$ cat config.mk
export PLATFORM = sky130hd
export DESIGN_NAME = decode_queue
export DESIGN_NICKNAME = d
export VERILOG_FILES = /design/src/rtl/decode_pkg.sv /design/src/rtl/decode_fifo.sv /design/src/rtl/decode_queue.sv
export SDC_FILE = /design/constraint.sdc
export NUM_CORES = 1
export LEC_CHECK = 0
export BUFFER_PORTS_ARGS = -buffer_cell sky130_fd_sc_hd__buf_4
export CAP_MARGIN = 5
export CORE_UTILIZATION = 59
export DETAILED_ROUTE_END_ITERATION = 6
export GPL_TIMING_DRIVEN = 0
export PLACE_DENSITY = 0.82
export SYNTH_ARGS = -nofsm -noshare
export SYNTH_HDL_FRONTEND = slang
export SYNTH_SLANG_ARGS = --single-unit
$ cat constraint.sdc
create_clock -name clk -period 4.3 [get_ports clk]
set_input_delay 0.86 -clock clk [delete_from_list [all_inputs] [get_ports clk]]
set_output_delay 0.86 -clock clk [all_outputs]
set_load 0.005 [all_outputs]
$ cat src/rtl/decode_pkg.sv
// MIPS main-decoder constants, control bundle layout and the enqueue-time decode function.
// Optional macro DECODE_CP0_EN enables MTC0/MFC0/ERET decoding; otherwise that opcode is invalid.
package decode_pkg;

    localparam int unsigned CTRL_W  = 23;
    localparam int unsigned ALUOP_W = 4;

    // Control bundle bit positions, MSB to LSB
    localparam int unsigned CTRL_REGWRITE_BIT   = 22;
    localparam int unsigned CTRL_MEMTOREG_BIT   = 21;
    localparam int unsigned CTRL_REGDST_BIT     = 20;
    localparam int unsigned CTRL_ALUSRC_BIT     = 19;
    localparam int unsigned CTRL_MEMEN_BIT      = 18;
    localparam int unsigned CTRL_BRANCH_BIT     = 17;
    localparam int unsigned CTRL_BAL_BIT        = 16;
    localparam int unsigned CTRL_JUMP_BIT       = 15;
    localparam int unsigned CTRL_JAL_BIT        = 14;
    localparam int unsigned CTRL_JR_BIT         = 13;
    localparam int unsigned CTRL_JALR_BIT       = 12;
    localparam int unsigned CTRL_HILO_WRITE_BIT = 11;
    localparam int unsigned CTRL_HILO_READ_BIT  = 10;
    localparam int unsigned CTRL_CP0WE_BIT      = 9;
    localparam int unsigned CTRL_CP0R_BIT       = 8;
    localparam int unsigned CTRL_SYSCALL_BIT    = 7;
    localparam int unsigned CTRL_BRK_BIT        = 6;
    localparam int unsigned CTRL_ERET_BIT       = 5;
    localparam int unsigned CTRL_INVALID_BIT    = 4;
    localparam int unsigned CTRL_ALUOP_MSB      = 3;
    localparam int unsigned CTRL_ALUOP_LSB      = 0;

    // Opcodes
    localparam logic [5:0] EXE_SPECIAL_INST  = 6'b000000;
    localparam logic [5:0] EXE_REGIMM_INST   = 6'b000001;
    localparam logic [5:0] EXE_J             = 6'b000010;
    localparam logic [5:0] EXE_JAL           = 6'b000011;
    localparam logic [5:0] EXE_BEQ           = 6'b000100;
    localparam logic [5:0] EXE_BNE           = 6'b000101;
    localparam logic [5:0] EXE_BLEZ          = 6'b000110;
    localparam logic [5:0] EXE_BGTZ          = 6'b000111;
    localparam logic [5:0] EXE_ADDI          = 6'b001000;
    localparam logic [5:0] EXE_ADDIU         = 6'b001001;
    localparam logic [5:0] EXE_SLTI          = 6'b001010;
    localparam logic [5:0] EXE_SLTIU         = 6'b001011;
    localparam logic [5:0] EXE_ANDI          = 6'b001100;
    localparam logic [5:0] EXE_ORI           = 6'b001101;
    localparam logic [5:0] EXE_XORI          = 6'b001110;
    localparam logic [5:0] EXE_LUI           = 6'b001111;
    localparam logic [5:0] EXE_SPECIAL3_INST = 6'b010000;
    localparam logic [5:0] EXE_LB            = 6'b100000;
    localparam logic [5:0] EXE_LH            = 6'b100001;
    localparam logic [5:0] EXE_LW            = 6'b100011;
    localparam logic [5:0] EXE_LBU           = 6'b100100;
    localparam logic [5:0] EXE_LHU           = 6'b100101;
    localparam logic [5:0] EXE_SB            = 6'b101000;
    localparam logic [5:0] EXE_SH            = 6'b101001;
    localparam logic [5:0] EXE_SW            = 6'b101011;

    // R-type funct codes
    localparam logic [5:0] EXE_SLL     = 6'b000000;
    localparam logic [5:0] EXE_SRL     = 6'b000010;
    localparam logic [5:0] EXE_SRA     = 6'b000011;
    localparam logic [5:0] EXE_SLLV    = 6'b000100;
    localparam logic [5:0] EXE_SRLV    = 6'b000110;
    localparam logic [5:0] EXE_SRAV    = 6'b000111;
    localparam logic [5:0] EXE_JR      = 6'b001000;
    localparam logic [5:0] EXE_JALR    = 6'b001001;
    localparam logic [5:0] EXE_SYSCALL = 6'b001100;
    localparam logic [5:0] EXE_BREAK   = 6'b001101;
    localparam logic [5:0] EXE_MFHI    = 6'b010000;
    localparam logic [5:0] EXE_MTHI    = 6'b010001;
    localparam logic [5:0] EXE_MFLO    = 6'b010010;
    localparam logic [5:0] EXE_MTLO    = 6'b010011;
    localparam logic [5:0] EXE_MULT    = 6'b011000;
    localparam logic [5:0] EXE_MULTU   = 6'b011001;
    localparam logic [5:0] EXE_DIV     = 6'b011010;
    localparam logic [5:0] EXE_DIVU    = 6'b011011;
    localparam logic [5:0] EXE_ADD     = 6'b100000;
    localparam logic [5:0] EXE_ADDU    = 6'b100001;
    localparam logic [5:0] EXE_SUB     = 6'b100010;
    localparam logic [5:0] EXE_SUBU    = 6'b100011;
    localparam logic [5:0] EXE_AND     = 6'b100100;
    localparam logic [5:0] EXE_OR      = 6'b100101;
    localparam logic [5:0] EXE_XOR     = 6'b100110;
    localparam logic [5:0] EXE_NOR     = 6'b100111;
    localparam logic [5:0] EXE_SLT     = 6'b101010;
    localparam logic [5:0] EXE_SLTU    = 6'b101011;

    // REGIMM rt codes and CP0 rs codes
    localparam logic [4:0]  EXE_BLTZ   = 5'b00000;
    localparam logic [4:0]  EXE_BGEZ   = 5'b00001;
    localparam logic [4:0]  EXE_BLTZAL = 5'b10000;
    localparam logic [4:0]  EXE_BGEZAL = 5'b10001;
    localparam logic [4:0]  EXE_MTC0   = 5'b00100;
    localparam logic [4:0]  EXE_MFC0   = 5'b00000;
    localparam logic [31:0] EXE_ERET   = 32'h4200_0018;

    // ALU operation classes; R-type ops are resolved from funct downstream
    localparam logic [ALUOP_W-1:0] R_TYPE_OP  = 4'd0;
    localparam logic [ALUOP_W-1:0] ADDI_OP    = 4'd1;
    localparam logic [ALUOP_W-1:0] ADDIU_OP   = 4'd2;
    localparam logic [ALUOP_W-1:0] SLTI_OP    = 4'd3;
    localparam logic [ALUOP_W-1:0] SLTIU_OP   = 4'd4;
    localparam logic [ALUOP_W-1:0] ANDI_OP    = 4'd5;
    localparam logic [ALUOP_W-1:0] ORI_OP     = 4'd6;
    localparam logic [ALUOP_W-1:0] XORI_OP    = 4'd7;
    localparam logic [ALUOP_W-1:0] LUI_OP     = 4'd8;
    localparam logic [ALUOP_W-1:0] MTC0_OP    = 4'd9;
    localparam logic [ALUOP_W-1:0] MFC0_OP    = 4'd10;
    localparam logic [ALUOP_W-1:0] USELESS_OP = 4'd15;

    typedef struct packed {
        logic               regwrite;
        logic               memtoreg;
        logic               regdst;
        logic               alusrc;
        logic               memen;
        logic               branch;
        logic               bal;
        logic               jump;
        logic               jal;
        logic               jr;
        logic               jalr;
        logic               hilo_write;
        logic               hilo_read;
        logic               cp0we;
        logic               cp0r;
        logic               syscall;
        logic               brk;
        logic               eret;
        logic               invalid;
        logic [ALUOP_W-1:0] aluop;
    } ctrl_t;

    typedef struct packed {
        logic [31:0] instr;
        logic [31:0] pc;
        ctrl_t       ctrl;
    } entry_t;

    function automatic ctrl_t invalid_ctrl();
        ctrl_t c;
        c         = '0;
        c.invalid = 1'b1;
        c.aluop   = USELESS_OP;
        return c;
    endfunction

    function automatic ctrl_t decode_instr(input logic [31:0] instr);
        ctrl_t      c;
        logic [5:0] op;
        logic [5:0] funct;
        logic [4:0] rs;
        logic [4:0] rt;
        logic       unused_fields;
        op            = instr[31:26];
        rs            = instr[25:21];
        rt            = instr[20:16];
        funct         = instr[5:0];
        unused_fields = ^{rs, instr[15:6]};
        c             = '0;
        c.aluop       = USELESS_OP;
        case (op)
            EXE_SPECIAL_INST: begin
                c.aluop = R_TYPE_OP;
                case (funct)
                    EXE_SLL, EXE_SRL, EXE_SRA, EXE_SLLV, EXE_SRLV, EXE_SRAV,
                    EXE_ADD, EXE_ADDU, EXE_SUB, EXE_SUBU, EXE_AND, EXE_OR,
                    EXE_XOR, EXE_NOR, EXE_SLT, EXE_SLTU: begin
                        c.regwrite = 1'b1;
                        c.regdst   = 1'b1;
                    end
                    EXE_MFHI, EXE_MFLO: begin
                        c.regwrite  = 1'b1;
                        c.regdst    = 1'b1;
                        c.hilo_read = 1'b1;
                    end
                    EXE_MTHI, EXE_MTLO, EXE_MULT, EXE_MULTU, EXE_DIV, EXE_DIVU:
                        c.hilo_write = 1'b1;
                    EXE_JR:      c.jr = 1'b1;
                    EXE_JALR: begin
                        c.jalr     = 1'b1;
                        c.regwrite = 1'b1;
                        c.regdst   = 1'b1;
                    end
                    EXE_SYSCALL: c.syscall = 1'b1;
                    EXE_BREAK:   c.brk     = 1'b1;
                    default:     c = invalid_ctrl();
                endcase
            end
            EXE_REGIMM_INST: begin
                case (rt)
                    EXE_BLTZ, EXE_BGEZ: c.branch = 1'b1;
                    EXE_BLTZAL, EXE_BGEZAL: begin
                        c.branch   = 1'b1;
                        c.bal      = 1'b1;
                        c.regwrite = 1'b1;
                    end
                    default: c = invalid_ctrl();
                endcase
            end
            EXE_J: c.jump = 1'b1;
            EXE_JAL: begin
                c.jal      = 1'b1;
                c.regwrite = 1'b1;
            end
            EXE_BEQ, EXE_BNE, EXE_BLEZ, EXE_BGTZ: c.branch = 1'b1;
            EXE_ADDI, EXE_ADDIU, EXE_SLTI, EXE_SLTIU,
            EXE_ANDI, EXE_ORI, EXE_XORI, EXE_LUI: begin
                c.regwrite = 1'b1;
                c.alusrc   = 1'b1;
                case (op)
                    EXE_ADDI:  c.aluop = ADDI_OP;
                    EXE_ADDIU: c.aluop = ADDIU_OP;
                    EXE_SLTI:  c.aluop = SLTI_OP;
                    EXE_SLTIU: c.aluop = SLTIU_OP;
                    EXE_ANDI:  c.aluop = ANDI_OP;
                    EXE_ORI:   c.aluop = ORI_OP;
                    EXE_XORI:  c.aluop = XORI_OP;
                    default:   c.aluop = LUI_OP;
                endcase
            end
            EXE_LB, EXE_LH, EXE_LW, EXE_LBU, EXE_LHU: begin
                c.regwrite = 1'b1;
                c.memtoreg = 1'b1;
                c.alusrc   = 1'b1;
                c.memen    = 1'b1;
                c.aluop    = ADDI_OP;
            end
            EXE_SB, EXE_SH, EXE_SW: begin
                c.alusrc = 1'b1;
                c.memen  = 1'b1;
                c.aluop  = ADDI_OP;
            end
            EXE_SPECIAL3_INST: begin
`ifdef DECODE_CP0_EN
                if (instr == EXE_ERET) begin
                    c.eret = 1'b1;
                end else if (rs == EXE_MTC0) begin
                    c.cp0we = 1'b1;
                    c.aluop = MTC0_OP;
                end else if (rs == EXE_MFC0) begin
                    c.cp0r     = 1'b1;
                    c.regwrite = 1'b1;
                    c.aluop    = MFC0_OP;
                end else begin
                    c = invalid_ctrl();
                end
`else
                c = invalid_ctrl();
`endif
            end
            default: c = invalid_ctrl();
        endcase
        return c;
    endfunction

endpackage

$ cat src/rtl/decode_fifo.sv
// Generic DEPTH x WIDTH FIFO with occupancy count, flush, and a registered zero-when-empty head.
module decode_fifo #(
    parameter int unsigned DEPTH = 4,
    parameter int unsigned WIDTH = 32,
    parameter int unsigned CNT_W = $clog2(DEPTH) + 1
) (
    input  logic             clk_i,
    input  logic             rst_i,
    input  logic             push_i,
    input  logic [WIDTH-1:0] wdata_i,
    output logic             ready_o,
    input  logic             pop_i,
    output logic             valid_o,
    output logic [WIDTH-1:0] rdata_o,
    input  logic             flush_i,
    output logic [CNT_W-1:0] count_o
);

    localparam int unsigned PTR_W = $clog2(DEPTH);

    logic [WIDTH-1:0] mem_q [DEPTH];
    logic [PTR_W-1:0] wr_ptr_q, wr_ptr_d;
    logic [PTR_W-1:0] rd_ptr_q, rd_ptr_d;
    logic [CNT_W-1:0] count_q, count_d;
    logic             valid_q, valid_d;
    logic             ready_q, ready_d;
    logic [WIDTH-1:0] head_q, head_d;
    logic             do_push;
    logic             do_pop;

    // Next-state: the head register looks one cycle ahead so out_* are flop outputs
    always_comb begin
        do_push  = push_i && ready_q && !flush_i;
        do_pop   = pop_i && valid_q && !flush_i;
        wr_ptr_d = wr_ptr_q;
        rd_ptr_d = rd_ptr_q;
        count_d  = count_q;
        if (flush_i) begin
            wr_ptr_d = '0;
            rd_ptr_d = '0;
            count_d  = '0;
        end else begin
            if (do_push) wr_ptr_d = wr_ptr_q + PTR_W'(1);
            if (do_pop)  rd_ptr_d = rd_ptr_q + PTR_W'(1);
            if (do_push && !do_pop)      count_d = count_q + CNT_W'(1);
            else if (!do_push && do_pop) count_d = count_q - CNT_W'(1);
        end
        valid_d = (count_d != '0);
        ready_d = (count_d != CNT_W'(DEPTH));
        // New head is the word being written when it lands in the slot rd_ptr_d selects
        if (!valid_d)                            head_d = '0;
        else if (do_push && rd_ptr_d == wr_ptr_q) head_d = wdata_i;
        else                                     head_d = mem_q[rd_ptr_d];
    end

    always_ff @(posedge clk_i) begin
        if (rst_i) begin
            wr_ptr_q <= '0;
            rd_ptr_q <= '0;
            count_q  <= '0;
            valid_q  <= 1'b0;
            ready_q  <= 1'b1;
            head_q   <= '0;
        end else begin
            wr_ptr_q <= wr_ptr_d;
            rd_ptr_q <= rd_ptr_d;
            count_q  <= count_d;
            valid_q  <= valid_d;
            ready_q  <= ready_d;
            head_q   <= head_d;
        end
    end

    // Storage needs no reset: it is only read under count/valid control
    always_ff @(posedge clk_i) begin
        if (do_push) mem_q[wr_ptr_q] <= wdata_i;
    end

    assign ready_o = ready_q;
    assign valid_o = valid_q;
    assign rdata_o = head_q;
    assign count_o = count_q;

endmodule

$ cat src/rtl/decode_queue.sv
// Decode stage: decodes fetched instructions at enqueue and buffers them with valid/ready handshakes.
// CP0 instruction decoding is controlled by DECODE_CP0_EN (see decode_pkg).
module decode_queue
    import decode_pkg::*;
#(
    parameter int unsigned DEPTH = 4,
    parameter int unsigned CNT_W = $clog2(DEPTH) + 1
) (
    input  logic              clk,
    input  logic              rst,
    input  logic              in_valid,
    output logic              in_ready,
    input  logic [31:0]       in_instr,
    input  logic [31:0]       in_pc,
    input  logic              flush,
    output logic              out_valid,
    input  logic              out_ready,
    output logic [31:0]       out_instr,
    output logic [31:0]       out_pc,
    output logic [CTRL_W-1:0] out_ctrl,
    output logic [CNT_W-1:0]  count
);

    localparam int unsigned ENTRY_W = $bits(entry_t);

    entry_t wr_entry;
    entry_t rd_entry;

    always_comb begin
        wr_entry.instr = in_instr;
        wr_entry.pc    = in_pc;
        wr_entry.ctrl  = decode_instr(in_instr);
    end

    decode_fifo #(
        .DEPTH (DEPTH),
        .WIDTH (ENTRY_W),
        .CNT_W (CNT_W)
    ) u_fifo (
        .clk_i   (clk),
        .rst_i   (rst),
        .push_i  (in_valid),
        .wdata_i (wr_entry),
        .ready_o (in_ready),
        .pop_i   (out_ready),
        .valid_o (out_valid),
        .rdata_o (rd_entry),
        .flush_i (flush),
        .count_o (count)
    );

    assign out_instr = rd_entry.instr;
    assign out_pc    = rd_entry.pc;
    assign out_ctrl  = rd_entry.ctrl;

endmodule

* Yosys cells after proc, flatten, opt, wreduce, memory -nomap -nowiden
Memories as Yosys holds them, arrays and structs flattened. A register that Yosys moved wholly into a read port is not among the register bits.
Index checks and enable logic that the tools add are counted.
** Storage, ports and cells
- Register bits after elaboration :: 9
- Bits in writable memories :: 348
- Input port bits :: 69
- Output and inout bits :: 92
- Logic and storage cells :: 123
- Memories :: 1
** Memory list
- u_fifo.mem_q :: depth 4, width 87, rd ports 1, clocked after memory_dff 1, wr ports 1, RTL line decode_fifo.sv:21 : logic [WIDTH-1:0] mem_q [DEPTH];
** Cells by class
- Add/subtract/negate cells :: 4
- Equality and inequality tests :: 54
- Muxes and demuxes :: 30
- Bitwise logic cells :: 1
- Reduce and logical (&&, ||, !) cells :: 28
** Operators with widths (count)
- == test 6 bit (second input constant) :: 18
- == test 6 x 4 -> 1 bit (second input constant) :: 12
- == test 6 x 5 -> 1 bit (second input constant) :: 8
- == test 6 x 3 -> 1 bit (second input constant) :: 7
- case mux 10 bit (3 select lines) :: 1
- case mux 4 bit (7 select lines) :: 1
- OR reduction 28 bit :: 1
- == test 6 x 2 -> 1 bit (second input constant) :: 4
- OR reduction 22 bit :: 1
- OR reduction 19 bit :: 1
- two-way mux 1 bit :: 16
- case mux 4 bit (4 select lines) :: 1
- OR reduction 16 bit :: 1
- OR reduction 8 bit :: 2
- OR reduction 14 bit :: 1
- zero test 6 bit :: 2
- == test 5 bit (second input constant) :: 2
- two-way mux 5 bit :: 2
- two-way mux 3 bit :: 3
- OR reduction 2 bit :: 4
- OR reduction 4 bit :: 2
- == test 6 x 1 -> 1 bit (second input constant) :: 1
- logical AND 1 bit :: 6
- case mux 1 bit (2 select lines) :: 3
- other kinds (13) :: 17

* Longest topological paths before layout
Gate-level depths: netlist (run 1).
- Depth after elaboration :: 10
- Gate-level depth with buffers :: 9
- Depth with buffers taken out :: 7

* Modules after synthesis
A second synthesis (run 1) with hierarchy kept.
** Unflattened totals
- Cells, all modules :: 1184
- Area, all modules :: 16886.2 sq um
** Modules (own cells, without submodules)
- decode_fifo :: instances 1, cells each 1099, area an instance 16377.0 sq um, seq. area each 12371.9 sq um
- decode_queue :: instances 1, cells each 85, area an instance 509.2 sq um, seq. area each 0.0 sq um

* Worst setup path before layout (run 1)
Ideal clock, no wire load.
- Path type :: input to register
- Start point :: in in_valid
- End point :: mem u_fifo.mem_q[0][0] (netlist bit) (enable)
- Arrival time :: 3.153 ns
- Slack :: 0.695 ns
- Stages :: 3
- Path buffers :: 0
- Cell sequence :: nand2_2 nor2_1 and2_1
** On the way
- Cells in the longest elaborated chain, start to end :: 4
** RTL lines
- from (decl) :: RTL line decode_queue.sv:11 : input logic in_valid,
- logical AND 1 bit (2 in a row) :: RTL line decode_fifo.sv:33 : do_push = push_i && ready_q && !flush_i;
- two-way mux 1 bit :: RTL line decode_fifo.sv:76 : if (do_push) mem_q[wr_ptr_q] <= wdata_i;
- two-way mux 1 bit (implied by the code) :: RTL line decode_fifo.sv:76
- to (decl) :: RTL line decode_fifo.sv:21
No other way between the ends.

* Final worst setup path (run 1)
- Start point :: reg u_fifo.valid_q, in the netlist u_fifo.valid_o
- End point :: reg u_fifo.head_q[16], in the netlist u_fifo.rdata_o[16], read port of u_fifo.mem_q
** On the way
- Cells in the longest elaborated chain, start to end :: 9
- Elaborated cells on any way between the ends :: 13
** RTL lines
- from (decl) :: RTL line decode_fifo.sv:25 : logic valid_q, valid_d;
- from (signal assigned) :: RTL line decode_fifo.sv:68 : valid_q <= valid_d;
- logical AND 1 bit (*) (2 in a row) :: RTL line decode_fifo.sv:34 : do_pop = pop_i && valid_q && !flush_i;
- logical AND 1 bit / zero test 1 bit (equally long branches) :: RTL line decode_fifo.sv:46, decode_fifo.sv:45
- two-way mux 3 bit / logical AND 1 bit (equally long branches) :: RTL line decode_fifo.sv:46, decode_fifo.sv:45
- two-way mux 3 bit :: RTL line decode_fifo.sv:45 : if (do_push && !do_pop) count_d = count_q + CNT_W'(1);
- two-way mux 3 bit :: RTL line decode_fifo.sv:38 : if (flush_i) begin
- nonzero test 3 bit :: RTL line decode_fifo.sv:48 : valid_d = (count_d != '0);
- inverter 1 bit (no source line)
- OR reduction 2 bit (no source line)
- to (decl) :: RTL line decode_fifo.sv:27 : logic [WIDTH-1:0] head_q, head_d;
Every way passes the cells marked *; elsewhere a longest branch is shown, timed or not.
A chain may end at the register's enable or synchronous reset.

==> impl_metrics.env, run 1 <==
export IMPL_status="complete, no violations"
export IMPL_tightestPinTransition_ns=0.989
export IMPL_timing_final_hold_violations=0
export IMPL_port_buffers=157
export IMPL_power_mw=8.78
export IMPL_critPathMaxStageDelay_ns=0.79
export IMPL_internal_power_mw=6.94
export IMPL_startpoint="u_fifo.valid_o"
export IMPL_regArea_um2=12000
export IMPL_grt_pass1_wl_um=60500
export IMPL_nFillCells=1779
export IMPL_grt_max_degree=48
export IMPL_cp_slowest_cell="mux2i_1"
export IMPL_diodes=0
export IMPL_synth_edf_count=336
export IMPL_grt_pass1_vias=11320
export IMPL_vias_per_cell=5.77
export IMPL_vias=11673
export IMPL_clkSinkCount=429
export IMPL_netlist_area_um2=16600
export IMPL_synthCells=1409
export IMPL_final_layout_size_suffix_gt1_share_pct=18.4
export IMPL_antenna_found_initial=0
export IMPL_place_gp_congestion=0.824
export IMPL_crit_path_end_kind="register"
export IMPL_p_leak_nw=7.39
export IMPL_synth_compound_area_share_pct=3.53
export IMPL_drv_slew=0
export IMPL_ant_nets=0
export IMPL_crit_family="buffers and inverters"
export IMPL_holdCritPathClass="input pin to register"
export IMPL_p_comb_share_pct=6.2
export IMPL_worstReg2RegEnd="u_fifo.rdata_o[16]"
export IMPL_finalCritPeriodShare_pct=68.5
export IMPL_totalWireLength_um=39500
export IMPL_cp_start_kind="register"
export IMPL_worstPathCellList="and3_4 > mux2i_1 > buf_2 > buf_2 > nand2_1 > nand3_1 > nand3_1 > a21oi_1"
export IMPL_core_um2=27300
export IMPL_hpwlAfterDp_um=23600
export IMPL_synth_area_leader_cell="edfxtp_1"
export IMPL_skew_ns=0.0138
export IMPL_post_cts_buffers=0
export IMPL_synth_main_ff_cell="edfxtp_1"
export IMPL_yosys_warnings=0
export IMPL_r2r_cells=8
export IMPL_crit_end="u_fifo.rdata_o[16]"
export IMPL_irDropWorstVdd_uv=415
export IMPL_routedWlPerCell_um=19.5
export IMPL_drc=0
export IMPL_muxShareOfSynthArea_pct=0.279
export IMPL_grt_met1_usage_pct=36.4
export IMPL_critPathRequiredTime_ns=4.72
export IMPL_max_clock_freq_ghz=0.340
export IMPL_synth_cell_types=49
export IMPL_rsz0062_at_grt="false"
export IMPL_cts_resized=0
export IMPL_clockBufferDepth=3
export IMPL_gr_max_usage_layer="met2"
export IMPL_synthArstFlopShare_pct=0
export IMPL_final_nets=1692
export IMPL_die_x_um=170
export IMPL_crit_reg2reg_launch="u_fifo.valid_o"
export IMPL_fin_crit_ns=2.94
export IMPL_critical_path_class="register to register"
export IMPL_hold_buffers=0
export IMPL_tritoncts="yes"
export IMPL_clk_insertion_delay_late_ns=0.53
export IMPL_htreeDepth=2
export IMPL_yosys_area_share_simple_pct=20.0
export IMPL_synth_top_family_by_area="simple AND/OR/NAND/NOR gates"
export IMPL_die_h_um=170
export IMPL_synth_seq_area_share_pct=72.1
export IMPL_dr_first_iter_drc_count=1200
export IMPL_synth_commonest_cells="nand2_1, edfxtp_1, nand3_1"
export IMPL_r2r_slack_ns=1.36
export IMPL_synth_top_area_share_pct=60.9
export IMPL_p_switching_mw=1.85
export IMPL_place_area_um2=18300
export IMPL_numCtsBuffers=43
export IMPL_cts_root_buf="clkbuf_16"
export IMPL_max_cap_violations=0
export IMPL_synthAdderAreaFrac_pct=0.453
export IMPL_setup_violations=0
export IMPL_met2_usage_pct=45.6
export IMPL_power_density_nw_per_um2=445
export IMPL_swShare_pct=21.0
export IMPL_cp_depth=8
export IMPL_synthTopCellsByArea="edfxtp_1, dfxtp_1, nand2_1, nand3_1, a21oi_1"
export IMPL_slew_limit_headroom_pct=33.5
export IMPL_grt_usage_pct=27.5
export IMPL_synthXorXnorAreaFrac_pct=0.468
export IMPL_arrival_ns=3.36
export IMPL_syn2layout_area_growth_pct=19.0
export IMPL_row_count=60
export IMPL_cts_clk_slew_worst_paths_ns=0.06
export IMPL_grt_ovfl_total=0
export IMPL_grt_use_met3_pct=5.11
export IMPL_multi_input_area_um2=4120
export IMPL_dr_pass1_iters=6
export IMPL_yosysMostFrequentCell="nand2_1"
export IMPL_synth_seq_cells=429
export IMPL_p_seq_share_pct=52.3
export IMPL_p_clk_share_pct=41.5
export IMPL_ioPinCount=161
export IMPL_die_area_um2=28800
export IMPL_cp_max_fo=10
export IMPL_syn_area_per_cell_um2=11.8
export IMPL_start_util_pct=60.8
export IMPL_fin_area_um2=19700
export IMPL_cp_num_buf_inv=2
-- worst register-to-register path: cells and delay by family, from the launching register on --
family / cells / cell delay [ns]
multiplexers: 1 / 0.79
flip-flops: 1 / 0.42
AO/OA/AOI/OAI: 1 / 0.30
buffers and inverters: 2 / 0.83
AND/OR/NAND/NOR: 4 / 0.49
-- state kept, by name (all words and copies together), names as in the netlist --
| name | count |
|---|---|
| u_fifo.mem_q | 336 |
| u_fifo.valid_o | 1 |
| u_fifo.rd_ptr_q | 2 |
| u_fifo.rdata_o | 84 |
| u_fifo.wr_ptr_q | 2 |
| u_fifo.count_o | 3 |
| u_fifo.ready_o | 1 |
-- routing by layer --
| layer | up-vias | wire length (um) |
|---|---|---|
| li1 | 5354 | - |
| met1 | 5549 | 15400 |
| met2 | 688 | 19200 |
| met3 | 82 | 3820 |
| met4 | 0 | 1020 |
| met5 | - | 0 |
-- cells in the final DEF (no fill, tap or decap), types with 4 or more instances in the layout --
cell,netlist,final
clkinv_2,0,4
ha_1,6,6
buf_6,8,8
buf_4,5,162
clkinv_1,0,4
o21ai_0,8,8
nand2_1,430,430
clkbuf_1,33,48
and2_4,0,4
buf_2,45,45
xnor2_1,4,4
a21oi_1,90,90
nand3_1,258,258
dfxtp_1,93,93
clkbuf_8,0,5
edfxtp_1,336,336
inv_1,12,12
clkbuf_16,0,46
nor2_1,23,23
nor2b_1,4,4
-- power groups by stage --
| stage | combinational (mW) | clock (mW) | sequential, mW |
|---|---|---|---|
| after global routing | 0.591 | 3.83 | 4.60 |
| final | 0.543 | 3.64 | 4.59 |
| after global placement | 0.513 | 0 | 4.69 |
| after CTS | 0.539 | 3.67 | 4.59 |
| after floorplan | 0.256 | 0 | 4.69 |
| after detailed placement | 0.533 | 0 | 4.68 |
-- area by class of cell --
type                            instances  area share (%)
Sequential cell                       429            60.6
Multi-Input combinational cell        878            20.9
Timing Repair Buffer                  161            6.49
Clock buffer                           66            6.47
Buffer                                 92            2.44
Tap cell                              372            2.36
Clock inverter                         12           0.564
Inverter                               12           0.228
-- cells by family after synthesis --
family                   count (synthesis)
AND/OR/NAND/NOR                        747
flip-flops                             429
AO/OA/AOI/OAI                          110
buffers and inverters                  104
XOR/XNOR                                 8
adder cells (fa/ha/maj)                  6
multiplexers                             4
other                                    1
-- how the worst min path moves through the flow --
stage | startpoint | endpoint | slack (ns) | cells after the start
2_1_floorplan | u_fifo.ready_o | u_fifo.wr_ptr_q[1] | 0.50 | 2
3_3_place_gp | u_fifo.ready_o | u_fifo.wr_ptr_q[1] | 0.50 | 2
3_5_place_dp | u_fifo.ready_o | u_fifo.wr_ptr_q[1] | 0.52 | 2
4_1_cts | rst | u_fifo.rd_ptr_q[0] | 0.49 | 2
5_1_grt | rst | u_fifo.rd_ptr_q[1] | 0.50 | 2
6_report | rst | u_fifo.rd_ptr_q[0] | 0.50 | 2
-- per-stage QoR --
step	setup WS [ns]	std cells	hold WS [ns]	setup TNS, ns	util [%]
final	1.36	2022	0.496	0	72.4
after detailed placement	0.977	1944	0.516	0	67.3
after CTS	1.46	2022	0.489	0	72.4
after global routing	1.29	2022	0.496	0	72.4
after floorplan	0.695	1411	0.497	0	-
after global placement	-0.911	1940	0.500	-293.60	66.9
(Power assumes the default switching activity.)
==> run 2, diff against run 1 <==
- clock period: 4.3 -> 3 ns (I/O delays scaled with it)
==> impl_metrics.env, run 2 (same netlist as run 1, synthesis figures left out) <==
export IMPL_hpwlAfterDp_um=24100
export IMPL_grt_pass1_vias=11345
export IMPL_port_buffers=157
export IMPL_p_switching_mw=2.68
export IMPL_min_to="u_fifo.rd_ptr_q[1]"
export IMPL_timing_final_hold_violations=0
export IMPL_critPathMaxStageDelay_ns=0.58
export IMPL_cp_slowest_cell="mux2i_2"
export IMPL_worstPathCellList="and3_4 > mux2i_2 > buf_2 > buf_2 > nand2_1 > nand3_1 > nand3_1 > a21oi_1"
export IMPL_p_seq_share_pct=51.9
export IMPL_syn2layout_area_growth_pct=19.2
export IMPL_fin_crit_ns=2.74
export IMPL_slew_limit_headroom_pct=32.4
export IMPL_cts_clk_slew_worst_paths_ns=0.06
export IMPL_fin_cells=2021
export IMPL_met2_usage_pct=46.6
export IMPL_cp_depth=8
export IMPL_arrival_ns=3.16
export IMPL_vias_per_cell=5.79
export IMPL_clk_insertion_delay_late_ns=0.53
export IMPL_top_register="u_fifo.mem_q"
export IMPL_grt_use_met3_pct=5.25
export IMPL_rsz0062_at_grt="false"
export IMPL_holdPathStages=2
export IMPL_numCtsBuffers=42
export IMPL_drc=0
export IMPL_final_cell_mix="nand2_1, edfxtp_1, nand3_1"
export IMPL_r2r_cells=8
export IMPL_crit_family="buffers and inverters"
export IMPL_hold_buffers=0
export IMPL_post_cts_buffers=0
export IMPL_cp_start_kind="register"
export IMPL_cts_root_buf="clkbuf_16"
export IMPL_clkSinkCount=429
export IMPL_row_count=60
export IMPL_antenna_found_initial=0
export IMPL_grt_usage_pct=27.9
export IMPL_tritoncts="yes"
export IMPL_swShare_pct=21.1
export IMPL_grt_pass1_wl_um=61100
export IMPL_r2r_slack_ns=0.26
export IMPL_vias=11704
export IMPL_die_h_um=170
export IMPL_irDropWorstVdd_uv=526
export IMPL_power_density_nw_per_um2=642
export IMPL_final_nets=1691
export IMPL_ant_nets=0
export IMPL_p_leak_nw=7.41
export IMPL_critical_path_class="register to register"
export IMPL_cp_max_fo=10
export IMPL_cts_resized=0
export IMPL_skew_ns=0.0135
export IMPL_clockBufferDepth=3
export IMPL_routedWlPerCell_um=19.7
export IMPL_largest_register_ffs=336
export IMPL_max_clock_freq_ghz=0.364
export IMPL_grt_met1_usage_pct=37.2
export IMPL_core_um2=27300
export IMPL_crit_reg2reg_launch="u_fifo.valid_o"
export IMPL_cp_num_buf_inv=2
export IMPL_gr_max_usage_layer="met2"
export IMPL_status="complete, no violations"
export IMPL_tightestPinTransition_ns=1.00
export IMPL_drv_slew=0
export IMPL_totalWireLength_um=39800
export IMPL_start_util_pct=60.8
export IMPL_place_gp_congestion=0.825
export IMPL_p_clk_share_pct=42.0
export IMPL_power_mw=12.7
export IMPL_p_comb_share_pct=6.1
export IMPL_grt_max_degree=52
export IMPL_dr_first_iter_drc_count=1479
export IMPL_grt_ovfl_total=0
export IMPL_hold_start="rst"
export IMPL_final_common_cell="nand2_1"
export IMPL_diodes=0
export IMPL_internal_power_mw=10.0
export IMPL_die_x_um=170
export IMPL_final_layout_size_suffix_gt1_share_pct=18.7
export IMPL_place_inst=1944
export IMPL_dr_pass1_iters=7
export IMPL_critPathRequiredTime_ns=3.42
export IMPL_die_area_um2=28800
export IMPL_crit_path_end_kind="register"
export IMPL_ioPinCount=161
export IMPL_setup_violations=0
export IMPL_max_cap_violations=0
export IMPL_finalCritPeriodShare_pct=91.5
export IMPL_worstReg2RegEnd="u_fifo.rdata_o[4]"
export IMPL_htreeDepth=2
export IMPL_holdCritPathClass="input pin to register"
-- run 2: cell count changes in the layout (fill, tap and decap cells not counted), sizes merged --
cell and change:
clkbuf -8, clkinvlp +1, inv +1, clkinv +3
bufinv +2
-- run 2: through the flow --
stage / hold slack, ns / cell area [um2] / util, % / TNS (ns) / setup WS, ns
6_report: 0.239 / 19800 / 72.5 / 0 / 0.256
5_1_grt: 0.238 / 19800 / 72.5 / 0 / 0.152
4_1_cts: 0.232 / 19800 / 72.5 / 0 / 0.0644
3_5_place_dp: 0.518 / 18400 / 67.3 / -0.739 / -0.150
3_3_place_gp: 0.496 / 18200 / 66.9 / -118.24 / -0.363
2_1_floorplan: 0.497 / 16600 / - / 0 / 0.578
-- run 2: how the worst max path moves through the flow --
stage	from	endpoint	slack, ns
6_report	u_fifo.valid_o	u_fifo.rdata_o[4]	0.26
5_1_grt	u_fifo.valid_o	u_fifo.rdata_o[10]	0.15
4_1_cts	u_fifo.valid_o	u_fifo.rdata_o[4]	0.06
3_5_place_dp	out_ready	u_fifo.rdata_o[10]	-0.15
3_3_place_gp	in_valid	u_fifo.mem_q[1][63]	-0.36
2_1_floorplan	in_valid	u_fifo.mem_q[0][0]	0.58
-- run 2: power groups by stage --
stage,combinational [mW],sequential (mW),clock [mW]
after floorplan,0.367,6.71,0
after global placement,0.736,6.71,0
after detailed placement,0.766,6.71,0
after CTS,0.773,6.58,5.36
after global routing,0.844,6.59,5.57
final,0.779,6.58,5.32
-- run 2: final cells by class --
| cell class | instances | area, um2 |
|---|---|---|
| plain buffers | 92 | 480 |
| inverters | 12 | 45.0 |
| clock buffers | 58 | 1200 |
| multi-input cells | 878 | 4120 |
| repair buffers | 161 | 1290 |
| clock inverters | 19 | 210 |
| flip-flops and latches | 429 | 12000 |
| well taps | 372 | 465 |
| fillers | 1790 | 7480 |
-- run 2: per-layer routing --
metal / wire length (um) / vias up
met5: 0 / -
met4: 1040 / 0
met3: 4070 / 89
met2: 19300 / 688
met1: 15400 / 5576
li1: - / 5351
